`config.mk`:
```
export PLATFORM = sky130hd
export DESIGN_NAME = key_channel_alloc_flat
export DESIGN_NICKNAME = d
export VERILOG_FILES = /design/src/rtl/key_pkg.sv /design/src/rtl/key_channel_alloc_if.sv /design/src/rtl/ps2_code_parser.sv /design/src/rtl/key_channel_alloc.sv /design/src/flat_wrapper.sv
export SDC_FILE = /design/constraint.sdc
export NUM_CORES = 1
export LEC_CHECK = 0
export ABC_AREA = 1
export ABC_CLOCK_PERIOD_IN_PS = 2140
export CORE_ASPECT_RATIO = 0.6
export CORE_MARGIN = 2
export CORE_UTILIZATION = 30
export DETAILED_ROUTE_END_ITERATION = 6
export GPL_TIMING_DRIVEN = 0
export SLEW_MARGIN = 20
export SYNTH_ARGS = -nofsm -noshare
export SYNTH_HDL_FRONTEND = slang
export SYNTH_SLANG_ARGS = --single-unit
export TNS_END_PERCENT = 100
```
`constraint.sdc`:
```
create_clock -name clk -period 2.14 [get_ports clk]
set_clock_uncertainty 0.05 [all_clocks]
set_input_delay 0.321 -clock clk [delete_from_list [all_inputs] [get_ports clk]]
set_output_delay 0.321 -clock clk [all_outputs]
set_load 0.1 [all_outputs]
```
`src/rtl/key_pkg.sv`:
```
// ---------------------------------------------------------------------------
// key_pkg
// Shared types and constants for the PS/2 key-to-voice-channel allocator.
//   pstate_e     : prefix parser states
//   PFX_EXT      : extended-key prefix byte (E0)
//   PFX_BRK      : break (key release) prefix byte (F0)
//   NUM_CH       : number of voice channels
//   is_ignored() : true for keyboard status/response bytes that carry no key
// ---------------------------------------------------------------------------
package key_pkg;

   typedef enum logic [1:0] {
      P_IDLE,
      P_E0,
      P_F0,
      P_E0F0
   } pstate_e;

   localparam logic [7:0] PFX_EXT = 8'hE0;
   localparam logic [7:0] PFX_BRK = 8'hF0;
   localparam int         NUM_CH  = 4;

   // Self-test pass, ack, echo, resend, buffer-overrun codes: none is a key.
   function automatic logic is_ignored(input logic [7:0] b);
      return (b inside {8'hAA, 8'hFA, 8'hEE, 8'hFE, 8'h00, 8'hFF});
   endfunction

endpackage

```
`src/rtl/key_channel_alloc_if.sv`:
```
// ---------------------------------------------------------------------------
// key_channel_alloc_if
// Byte-stream input and channel-state output bundle of key_channel_alloc.
//   code_valid   : one-cycle strobe, code_data holds a new PS/2 byte
//   code_data    : PS/2 set-2 byte
//   clr          : synchronous panic clear
//   scan_code1-4 : per-channel key code, or the idle code when free
//   busy_mask    : bit k-1 set while channel k holds a key
//   overflow     : one-cycle pulse, a make arrived with every channel busy
// master drives the byte stream; slave is the allocator.
// ---------------------------------------------------------------------------
interface key_channel_alloc_if;

   logic       code_valid;
   logic [7:0] code_data;
   logic       clr;
   logic [7:0] scan_code1;
   logic [7:0] scan_code2;
   logic [7:0] scan_code3;
   logic [7:0] scan_code4;
   logic [3:0] busy_mask;
   logic       overflow;

   modport master (
      output code_valid, code_data, clr,
      input  scan_code1, scan_code2, scan_code3, scan_code4, busy_mask, overflow
   );

   modport slave (
      input  code_valid, code_data, clr,
      output scan_code1, scan_code2, scan_code3, scan_code4, busy_mask, overflow
   );

endinterface

```
`src/rtl/ps2_code_parser.sv`:
```
// ---------------------------------------------------------------------------
// ps2_code_parser
// Turns the PS/2 set-2 byte stream into make / break events.
//   clk, rst_n  : clock, asynchronous active-low reset
//   code_valid  : new byte strobe
//   code_data   : received byte
//   clr         : return to P_IDLE, discard a coincident byte
//   make_stb    : key pressed, key_code valid this cycle
//   brk_stb     : key released, key_code valid this cycle
//   key_code    : key code belonging to the strobe
// Strobes are decoded from the registered prefix state and the incoming
// byte in the same cycle, so the allocator's output registers are the only
// stage between the completing byte and the channel outputs.
// ---------------------------------------------------------------------------
module ps2_code_parser
   import key_pkg::*;
#(
   parameter int TIMEOUT_CYC = 2_000_000
) (
   input  logic       clk,
   input  logic       rst_n,
   input  logic       code_valid,
   input  logic [7:0] code_data,
   input  logic       clr,
   output logic       make_stb,
   output logic       brk_stb,
   output logic [7:0] key_code
);

   localparam int            TW   = (TIMEOUT_CYC > 2) ? $clog2(TIMEOUT_CYC) : 1;
   localparam logic [TW-1:0] TMAX = TW'(TIMEOUT_CYC - 1);

   pstate_e       state;
   logic [TW-1:0] timer;

   assign key_code = code_data;

   always_comb begin
      make_stb = 1'b0;
      brk_stb  = 1'b0;
      if (code_valid && !clr) begin
         case (state)
            P_IDLE:  make_stb = (code_data != PFX_EXT) && (code_data != PFX_BRK) &&
                                !is_ignored(code_data);
            P_F0:    brk_stb  = 1'b1;
            default: ;
         endcase
      end
   end

   always_ff @(posedge clk or negedge rst_n) begin
      if (!rst_n) begin
         state <= P_IDLE;
         timer <= '0;
      end else if (clr) begin
         state <= P_IDLE;
         timer <= '0;
      end else if (code_valid) begin
         timer <= '0;
         case (state)
            P_IDLE: begin
               if (code_data == PFX_EXT)      state <= P_E0;
               else if (code_data == PFX_BRK) state <= P_F0;
               else                           state <= P_IDLE;
            end
            P_E0:    state <= (code_data == PFX_BRK) ? P_E0F0 : P_IDLE;
            default: state <= P_IDLE;
         endcase
      end else if (state != P_IDLE) begin
         // A prefix whose follow-up byte was lost must not swallow a later key.
         if (timer == TMAX) begin
            state <= P_IDLE;
            timer <= '0;
         end else begin
            timer <= timer + 1'b1;
         end
      end else begin
         timer <= '0;
      end
   end

endmodule

```
`src/rtl/key_channel_alloc.sv`:
```
// ---------------------------------------------------------------------------
// key_channel_alloc
// Polyphonic key allocator: assigns each held PS/2 key to one of four voice
// channels and drives the channel key codes to the note-lookup block.
//   clk, rst_n : clock, asynchronous active-low reset
//   bus        : key_channel_alloc_if.slave (byte stream in, channel state out)
// Parameters:
//   STEAL_OLDEST : 1 = a make with all channels busy replaces the oldest channel
//   IDLE_CODE    : code driven on a free channel (decoded downstream as sound-off)
//   TIMEOUT_CYC  : cycles a prefix byte may wait for its follow-up byte
// All outputs are registered; each update lands one cycle after the
// code_valid of the byte that completes a make or break.
// ---------------------------------------------------------------------------
module key_channel_alloc
   import key_pkg::*;
#(
   parameter bit         STEAL_OLDEST = 1'b0,
   parameter logic [7:0] IDLE_CODE    = 8'hF0,
   parameter int         TIMEOUT_CYC  = 2_000_000
) (
   input logic                 clk,
   input logic                 rst_n,
   key_channel_alloc_if.slave  bus
);

   logic        make_stb;
   logic        brk_stb;
   logic [7:0]  key_code;

   logic [7:0]  code_q [NUM_CH];
   logic [1:0]  age_q  [NUM_CH];
   logic [NUM_CH-1:0] busy_q;
   logic        ovf_q;

   logic [7:0]  code_n [NUM_CH];
   logic [1:0]  age_n  [NUM_CH];
   logic [NUM_CH-1:0] busy_n;
   logic        ovf_n;

   logic [NUM_CH-1:0] hit_vec;
   logic        any_hit;
   logic        all_busy;
   logic [1:0]  free_idx;
   logic [1:0]  victim_idx;
   logic [1:0]  slot;
   logic        alloc;

   ps2_code_parser #(
      .TIMEOUT_CYC (TIMEOUT_CYC)
   ) u_parser (
      .clk        (clk),
      .rst_n      (rst_n),
      .code_valid (bus.code_valid),
      .code_data  (bus.code_data),
      .clr        (bus.clr),
      .make_stb   (make_stb),
      .brk_stb    (brk_stb),
      .key_code   (key_code)
   );

   // Only busy channels take part in the lookup, so a free channel's
   // IDLE_CODE can never be matched by a break of that byte value.
   always_comb begin
      for (int k = 0; k < NUM_CH; k++) begin
         hit_vec[k] = busy_q[k] && (code_q[k] == key_code);
      end
   end

   assign any_hit  = |hit_vec;
   assign all_busy = &busy_q;

   // Lowest-index free channel.
   always_comb begin
      free_idx = '0;
      for (int k = NUM_CH - 1; k >= 0; k--) begin
         if (!busy_q[k]) free_idx = 2'(k);
      end
   end

   // Oldest channel; strict compare keeps the lowest index on ties.
   always_comb begin
      victim_idx = '0;
      for (int k = 1; k < NUM_CH; k++) begin
         if (age_q[k] > age_q[victim_idx]) victim_idx = 2'(k);
      end
   end

   always_comb begin
      code_n = code_q;
      age_n  = age_q;
      busy_n = busy_q;
      ovf_n  = 1'b0;
      alloc  = 1'b0;
      slot   = free_idx;

      if (make_stb && !any_hit) begin
         if (!all_busy) begin
            alloc = 1'b1;
         end else begin
            ovf_n = 1'b1;
            if (STEAL_OLDEST) begin
               alloc = 1'b1;
               slot  = victim_idx;
            end
         end
      end

      if (alloc) begin
         for (int k = 0; k < NUM_CH; k++) begin
            if (slot == 2'(k)) begin
               code_n[k] = key_code;
               busy_n[k] = 1'b1;
               age_n[k]  = 2'd0;
            end else if (busy_q[k] && (age_q[k] != 2'd3)) begin
               age_n[k] = age_q[k] + 2'd1;
            end
         end
      end

      if (brk_stb) begin
         for (int k = 0; k < NUM_CH; k++) begin
            if (hit_vec[k]) begin
               code_n[k] = IDLE_CODE;
               busy_n[k] = 1'b0;
               age_n[k]  = 2'd0;
            end
         end
      end
   end

   always_ff @(posedge clk or negedge rst_n) begin
      if (!rst_n) begin
         for (int k = 0; k < NUM_CH; k++) begin
            code_q[k] <= IDLE_CODE;
            age_q[k]  <= 2'd0;
         end
         busy_q <= '0;
         ovf_q  <= 1'b0;
      end else if (bus.clr) begin
         for (int k = 0; k < NUM_CH; k++) begin
            code_q[k] <= IDLE_CODE;
            age_q[k]  <= 2'd0;
         end
         busy_q <= '0;
         ovf_q  <= 1'b0;
      end else begin
         code_q <= code_n;
         age_q  <= age_n;
         busy_q <= busy_n;
         ovf_q  <= ovf_n;
      end
   end

   assign bus.scan_code1 = code_q[0];
   assign bus.scan_code2 = code_q[1];
   assign bus.scan_code3 = code_q[2];
   assign bus.scan_code4 = code_q[3];
   assign bus.busy_mask  = busy_q;
   assign bus.overflow   = ovf_q;

endmodule
```
`src/flat_wrapper.sv`:
```
// flat-port wrapper written by rule: the top's interface ports become plain ports
module key_channel_alloc_flat import key_pkg::*;
#(
   parameter bit         STEAL_OLDEST = 1'b0,
   parameter logic [7:0] IDLE_CODE    = 8'hF0,
   parameter int         TIMEOUT_CYC  = 2_000_000
)
  (clk, rst_n, bus_code_valid, bus_code_data, bus_clr, bus_scan_code1, bus_scan_code2, bus_scan_code3, bus_scan_code4, bus_busy_mask, bus_overflow);
  key_channel_alloc_if bus_i ();
  input logic clk;
  input logic rst_n;
  input wire logic [$bits(bus_i.code_valid)-1:0] bus_code_valid;
  input wire logic [$bits(bus_i.code_data)-1:0] bus_code_data;
  input wire logic [$bits(bus_i.clr)-1:0] bus_clr;
  output wire logic [$bits(bus_i.scan_code1)-1:0] bus_scan_code1;
  output wire logic [$bits(bus_i.scan_code2)-1:0] bus_scan_code2;
  output wire logic [$bits(bus_i.scan_code3)-1:0] bus_scan_code3;
  output wire logic [$bits(bus_i.scan_code4)-1:0] bus_scan_code4;
  output wire logic [$bits(bus_i.busy_mask)-1:0] bus_busy_mask;
  output wire logic [$bits(bus_i.overflow)-1:0] bus_overflow;
  assign bus_i.code_valid = bus_code_valid;
  assign bus_i.code_data = bus_code_data;
  assign bus_i.clr = bus_clr;
  assign bus_scan_code1 = bus_i.scan_code1;
  assign bus_scan_code2 = bus_i.scan_code2;
  assign bus_scan_code3 = bus_i.scan_code3;
  assign bus_scan_code4 = bus_i.scan_code4;
  assign bus_busy_mask = bus_i.busy_mask;
  assign bus_overflow = bus_i.overflow;
  key_channel_alloc #(.STEAL_OLDEST(STEAL_OLDEST), .IDLE_CODE(IDLE_CODE), .TIMEOUT_CYC(TIMEOUT_CYC)) u_core (.clk(clk), .rst_n(rst_n), .bus(bus_i));
endmodule
```
==> summary.md, run 1 <==
| Metric | Value |
|---|---|
| Run status | `completed` |
| IO buf count | `43` |
| Clk buf depth | `2` |
| Hold Path Origin | `bus_code_data[7]` |
| R2r worst-path depth | `11` |
| Max Slew Vio Count | `0` |
| WP buf/inv | `1` |
| Int Power | `2.27 mW` |
| Switching Fraction | `29.5%` |
| Initial antenna violation count | `0` |
| Combinational Power Share | `17.1%` |
| DPL Wire Length | `8330 um` |
| Setup slack at placement | `-0.289 ns` |
| Area contributors post-synth | `dfrtp_1 29%, nand2_1 15%, dfstp_2 11%` |
| Worst vdd rail ir drop | `0.429 mV` |
| CTS Sinks | `60` |
| Post-synthesis instance total | `522` |
| Hold path depth | `3` |
| Placer Congestion | `0.890` |
| Tmin final | `2.11 ns` |
| Die Y-Extent | `90.9 um` |
| Root buf cell | `clkbuf_16` |
| Cell taking the most area after synthesis | `dfrtp_1` |
| Clock power share | `45.6%` |
| Number of global-route vias before repair | `3311` |
| Synthesized-area fraction occupied by adder cells | `0.331%` |
| Power Dens Cells | `669 nW/um2` |
| Largest net degree at the start of global routing | `38` |
| Synth Flop Type | `dfrtp_1` |
| Routed vias | `3713` |
| Placed Cells | `731` |
| Largest stage delay, worst path | `0.86 ns` |
| Global-route wire length before repair | `17600 um` |
| FMAX | `474 MHz` |
| Syn Area/Cell | `7.24 um2` |
| Htree depth | `3` |
| IO Pins | `49` |
| Power Total | `3.23 mW` |
| Reg-to-reg slack, setup | `0.16 ns` |
| Post-synth top area share | `29.1%` |
| Worst Hold Class | `in2reg` |
| Synth top cells by count | `149 x nand2_1, 69 x nor2_1, 58 x inv_1` |
| Cells along the critical path | `dlygate4sd2_1` |
| Largest family of logic cells by synthesized area | `simple AND/OR/NAND/NOR gates` |
| R2r startpoint | `u_core.bus.scan_code3[7]` |
| Number of diodes | `0` |
| Reg-to-reg endpoint | `u_core.bus.scan_code3[3]` |
| Async set or reset register ratio after synthesis | `100%` |
| Routed vias/inst | `4.93` |
| Worst rel slew slack | `35.0%` |
| Hold Vio Cnt, Final | `0` |
| First-iteration detailed-routing DRC count | `324` |
| Setup violators final | `0` |
| CTS tree | `done` |
| Xor and xnor area share after synthesis | `2.78%` |
| DRC viols | `0` |
| Ys Warns | `0` |
| Util after Layout | `39.6%` |
| Critical path endpoint category | `output pin` |
| Post-Route WL | `11500 um` |
| Wire per inst | `15.3 um` |
| Multiplexer share of the synthesized area | `0%` |
| Syn Nets | `535` |
| Synth cell types | `40` |
| Gr ovfl total | `0` |
| WP data required | `1.77 ns` |
| Layout cells sized above 1 | `17.0%` |
| Leakage power | `2.38 nW` |
| CP max FO | `5` |
| Simple logic cell fraction of the synthesized area | `37.9%` |
| DR pass1 iterations | `5` |
| Non-filler cells, final | `753` |
| Initial Util | `31.0%` |
| Worst-path clk slew | `0.05 ns` |
| Width of the die | `149 um` |
| Hold worst-path end | `u_core.bus.scan_code1[7]` |
| Crit-path leading delay family | `buffers and inverters` |
| Most common cell in the netlist | `nand2_1` |
| Clock Latency Late Sink | `0.33 ns` |
| Post-Syn Area | `3780 um2` |
| Setup CP Type | `reg2out` |
| Worst Setup SP | `u_core.bus.scan_code2[7]` |
| Layout area overhead | `27.6%` |
| Worst Max-Slew Pin Slew | `0.980 ns` |
| Total CTS buffers | `9` |
| Layout Nets | `596` |
| Sequential fraction of the synthesis area | `40.3%` |
| Psw | `0.953 mW` |
| Post-synth EDFFs | `0` |
| Max cap viols | `0` |
| Synth Register Bits | `60` |
| Num rows | `31` |
| Core Region | `12200 um2` |
| Synth Area in Compound Gates | `6.92%` |
| Die ar. | `13500 um2` |
| Sequential Power Share | `37.2%` |
| Final worst slack | `0.0300 ns` |
| Final period utilization | `98.6%` |
| Startpoint types | `register` |
| Arr. time, crit path | `1.74 ns` |
| Slowest cell on crit path | `dlygate4sd2_1` |
| Detail Route Antenna Nets | `0` |
| Total track usage | `16.8%` |
logic make-up after synthesis:
kind of cell,Yosys count
adder cells (fa/ha/maj),1
AND/OR/NAND/NOR,314
flip-flops,60
XOR/XNOR,12
buffers and inverters,88
AO/OA/AOI/OAI,47
per-stage QoR:
step	cell area, um2	hold slack, ns	setup TNS [ns]
detailed placement	4440	0.203	-7.83
global placement	4420	0.396	-77.67
CTS	4710	0.241	0
global route	4820	0.243	-0.00245
floorplan	3790	-0.0246	0
finish	4820	0.246	0
power by group through the flow:
stage,logic [mW],clock network [mW],registers (mW)
finish,0.553,1.47,1.20
global placement,0.535,0,1.22
detailed placement,0.543,0,1.22
floorplan,0.215,0,1.39
CTS,0.531,1.50,1.20
global route,0.595,1.55,1.21
cell usage in the layout, fill, tap and decap left out, types with 10 or more instances in the layout:
master / count
dfrtp_1: 39
dfstp_2: 16
nor2_1: 66
buf_6: 11
clkbuf_16: 10
nand4_1: 34
nand3_1: 28
nand2_1: 149
dlygate4sd2_1: 26
a21oi_1: 18
inv_1: 58
o21ai_0: 19
timing repair:
item | 4_1_cts | 5_1_grt
hold buffers | 1 | 0
setup endpoints to repair | 37 | 54
hold endpoints to repair | 11 | 0
resized for setup | 41 | 29
gates cloned | 0 | 2
buffers inserted | 0 | 3
pin swaps | 0 | 1
sequential cells by signal, summed over array words and instances, names as in the netlist:
| signal | cells |
|---|---|
| u_core.bus.busy_mask | 4 |
| u_core.u_parser.timer | 21 |
| u_core.bus.scan_code3 | 8 |
| u_core.bus.scan_code4 | 8 |
| u_core.bus.scan_code1 | 8 |
| u_core.u_parser.state | 2 |
| u_core.bus.scan_code2 | 8 |
| u_core.bus.overflow | 1 |
routing by layer:
layer / up-vias / share of wire (%) / global-route usage (%)
met5: - / 0 / 0
met4: 0 / 0.77 / 3.89
met3: 13 / 10 / 4.22
met2: 177 / 39 / 22.2
met1: 1716 / 50 / 26.6
li1: 1807 / - / -
layout make-up:
cell class	instances	area [um2]
clock buffers	12	256
fillers	1247	7360
repair buffers	50	473
multi-input cells	374	1840
plain buffers	19	191
well taps	165	206
inverters	69	278
clock inverters	4	47.5
flip-flops and latches	60	1530
how the worst max path moves through the flow:
stage          cells after the start  slack [ns]                        to
2_1_floorplan                     11       0.007   u_core.bus.busy_mask[0]
3_3_place_gp                       1       -1.59  u_core.bus.scan_code1[1]
3_5_place_dp                      14       -0.29  u_core.bus.scan_code3[3]
4_1_cts                            1      0.0005         bus_scan_code4[4]
5_1_grt                           13      -0.002  u_core.bus.scan_code3[2]
6_report                           1        0.03         bus_scan_code2[7]
Note: power is estimated with default switching activity, not from simulation.
==> run 2, diff against run 1 <==
Settings changed: GPL_TIMING_DRIVEN 0 to default.
==> run 2 against run 1 <==
  * Die area did not move
  * Maximum frequency is 6.2% higher
  * Sequential share of layout area down 1.7 points
  * Register-to-register slack hardly changed
  * Flip-flop and latch count unchanged
  * Largest cell class unchanged
  * Largest power group unchanged
  * Worst setup slack better by 0.12 ns
==> summary.md, run 2 (synthesized netlist as in run 1, its figures left out) <==
| Metric | Value |
|---|---|
| Post-Route WL | `11100 um (-3.5%)` |
| Hold Vio Cnt, Final | `0 (unchanged)` |
| Power Dens Cells | `638 nW/um2 (-4.7%)` |
| Int Power | `2.30 mW (+1.2%)` |
| Most common cell after layout, fill and taps aside | `nand2_1` |
| CTS tree | `done` |
| IO buf count | `48 (+12%)` |
| Width of the die | `149 um (unchanged)` |
| Leakage power | `2.55 nW (+7.2%)` |
| Worst-path clk slew | `0.05 ns (about the same)` |
| Placed Cells | `763 (+4.4%)` |
| Worst Max-Slew Pin Slew | `0.494 ns (-0.485 ns)` |
| WP buf/inv | `3 (+2)` |
| Largest net degree at the start of global routing | `39 (+2.6%)` |
| Number of global-route vias before repair | `3392 (+2.4%)` |
| Max cap viols | `0 (unchanged)` |
| Psw | `0.953 mW (about the same)` |
| Routed vias | `3772 (+1.6%)` |
| Clock power share | `44.3% (-1.3 points)` |
| Clock Latency Late Sink | `0.33 ns (about the same)` |
| Worst rel slew slack | `66.7% (+32 points)` |
| Layout cells sized above 1 | `26.4% (+9.4 points)` |
| Sequential Power Share | `37.0% (-0.2 points)` |
| Arr. time, crit path | `2.16 ns (+0.42 ns)` |
| Final period utilization | `92.9% (-5.7 points)` |
| Wire per inst | `14.0 um (-8.4%)` |
| Startpoint types | `register` |
| WHS | `0.398 ns (+0.152 ns)` |
| FMAX | `503 MHz (+6.2%)` |
| Num rows | `31 (unchanged)` |
| Largest stage delay, worst path | `0.54 ns (-0.32 ns)` |
| CP max FO | `7 (+2)` |
| Clk buf depth | `2 (unchanged)` |
| Root buf cell | `clkbuf_16` |
| DPL Wire Length | `8310 um (-0.13%)` |
| Layout Nets | `636 (+6.7%)` |
| Unrepaired setup endpoints after global routing | `false` |
| DR pass1 iterations | `5 (unchanged)` |
| Setup CP Type | `reg2reg` |
| Max Slew Vio Count | `0 (unchanged)` |
| Tmin final | `1.99 ns (-0.123 ns)` |
| Initial antenna violation count | `1 (+1)` |
| Run status | `completed` |
| First-iteration detailed-routing DRC count | `475 (+47%)` |
| Gr ovfl total | `0 (unchanged)` |
| Number of diodes | `0 (unchanged)` |
| Global-route wire length before repair | `17900 um (+1.4%)` |
| Crit-path leading delay family | `simple AND/OR/NAND/NOR gates` |
| Largest reg by FF count | `u_core.u_parser.timer` |
| Detail Route Antenna Nets | `0 (unchanged)` |
| Routed vias/inst | `4.76 (-3.5%)` |
| Core Region | `12200 um2 (unchanged)` |
| Die Y-Extent | `90.9 um (unchanged)` |
| Cells along the critical path | `inv_1, o21ai_0, nor2_1, nand3_1, nand2_1, nor2_4, buf_12, buf_4, nand4_1, nand2_1, nor2_1` |
| Most frequent cells in the layout | `148 x nand2_1, 86 x buf_4, 67 x nor2_1` |
| Initial Util | `31.0% (unchanged)` |
| Htree depth | `3 (unchanged)` |
| Combinational Power Share | `18.7% (+1.6 points)` |
| Non-filler cells, final | `793 (+5.3%)` |
| Max FFs per register | `21 (unchanged)` |
| DRC viols | `0 (unchanged)` |
| Setup violators final | `0 (unchanged)` |
| Worst Hold Class | `in2reg` |
| WP data required | `2.31 ns (+0.54 ns)` |
| Worst vdd rail ir drop | `0.366 mV (-15%)` |
| Slowest cell on crit path | `dfstp_2` |
| Total track usage | `17.0% (+0.17 points)` |
| Layout area overhead | `34.9%` |
| IO Pins | `49 (unchanged)` |
| CTS Sinks | `60 (unchanged)` |
| Placer Congestion | `0.922 (+3.6%)` |
| Total CTS buffers | `9 (unchanged)` |
| Die ar. | `13500 um2 (unchanged)` |
| Critical path endpoint category | `register` |
| Switching Fraction | `29.3% (-0.25 points)` |
## run 2: changes by cell type in the layout (fill, tap and decap cells not counted), moves of 6 or more
cell | before | now
dlygate4sd2_1 | 26 | 1
buf_6 | 11 | 4
clkdlybuf4s15_1 | 8 | 1
buf_12 | 1 | 7
buf_4 | 7 | 86
## run 2: final cells by class
cell class                      count  area [um2]
Sequential cell                    60        1530
Fill cell                        1245        7080
Multi-Input combinational cell    374        1840
Inverter                           69         272
Clock buffer                       14         254
Tap cell                          165         206
Timing Repair Buffer              109         960
Clock inverter                      2        35.0
## run 2: worst paths after layout
path	start	to	slack (ns)	cells after the start
worst min register to register	u_core.u_parser.timer[0]	u_core.u_parser.timer[0]	0.42	1
worst max-delay path	u_core.bus.scan_code3[7]	u_core.bus.scan_code3[0]	0.15	11
worst min-delay path	bus_code_data[6]	u_core.bus.scan_code4[6]	0.40	4
min in group asynchronous	rst_n	u_core.bus.scan_code3[3]	0.46	3
max in group asynchronous	rst_n	u_core.bus.scan_code1[5]	1.13	3
worst max register to register	u_core.bus.scan_code3[7]	u_core.bus.scan_code3[0]	0.15	11
## run 2: repair_timing
item / CTS / global route
hold buffers: 1 / 0
endpoints found under the setup margin: 31 / 42
pin swaps: 1 / 6
hold endpoints to repair: 13 / 0
resized for setup: 4 / 16
setup buffers: 2 / 11
## run 2: per-stage QoR
step           utilization [%]  power (mW)  cell area (um2)  setup WS (ns)  TNS, ns
2_1_floorplan                -        1.60             3790        0.00687        0
3_3_place_gp              37.8        1.79             4600         -0.507   -14.52
3_5_place_dp              37.8        1.79             4600         -0.633   -16.91
4_1_cts                   40.7        3.26             4950        -0.0152  -0.0219
5_1_grt                   41.9        3.38             5100         0.0235        0
6_report                  41.9        3.25             5100          0.152        0
## run 2: worst reg2reg max path, stage by stage (launching register included)
cell	delay, ns
dfstp_2	0.54
inv_1	0.05
o21ai_0	0.14
nor2_1	0.08
nand3_1	0.13
nand2_1	0.12
nor2_4	0.28
buf_12	0.16
buf_4	0.10
nand4_1	0.07
nand2_1	0.10
nor2_1	0.05
## run 2: power groups by stage
| stage | registers, mW | clock network, mW | logic (mW) |
|---|---|---|---|
| after floorplan | 1.39 | 0 | 0.215 |
| after global placement | 1.22 | 0 | 0.571 |
| after detailed placement | 1.22 | 0 | 0.575 |
| after CTS | 1.20 | 1.47 | 0.588 |
| after global routing | 1.21 | 1.51 | 0.659 |
| final | 1.20 | 1.44 | 0.608 |
## run 2: per-layer routing
metal	part of all wire (%)	global-route usage (%)
met4	1.4	3.89
met5	0	0
met2	38	22.0
met1	51	26.4
met3	9.6	5.63
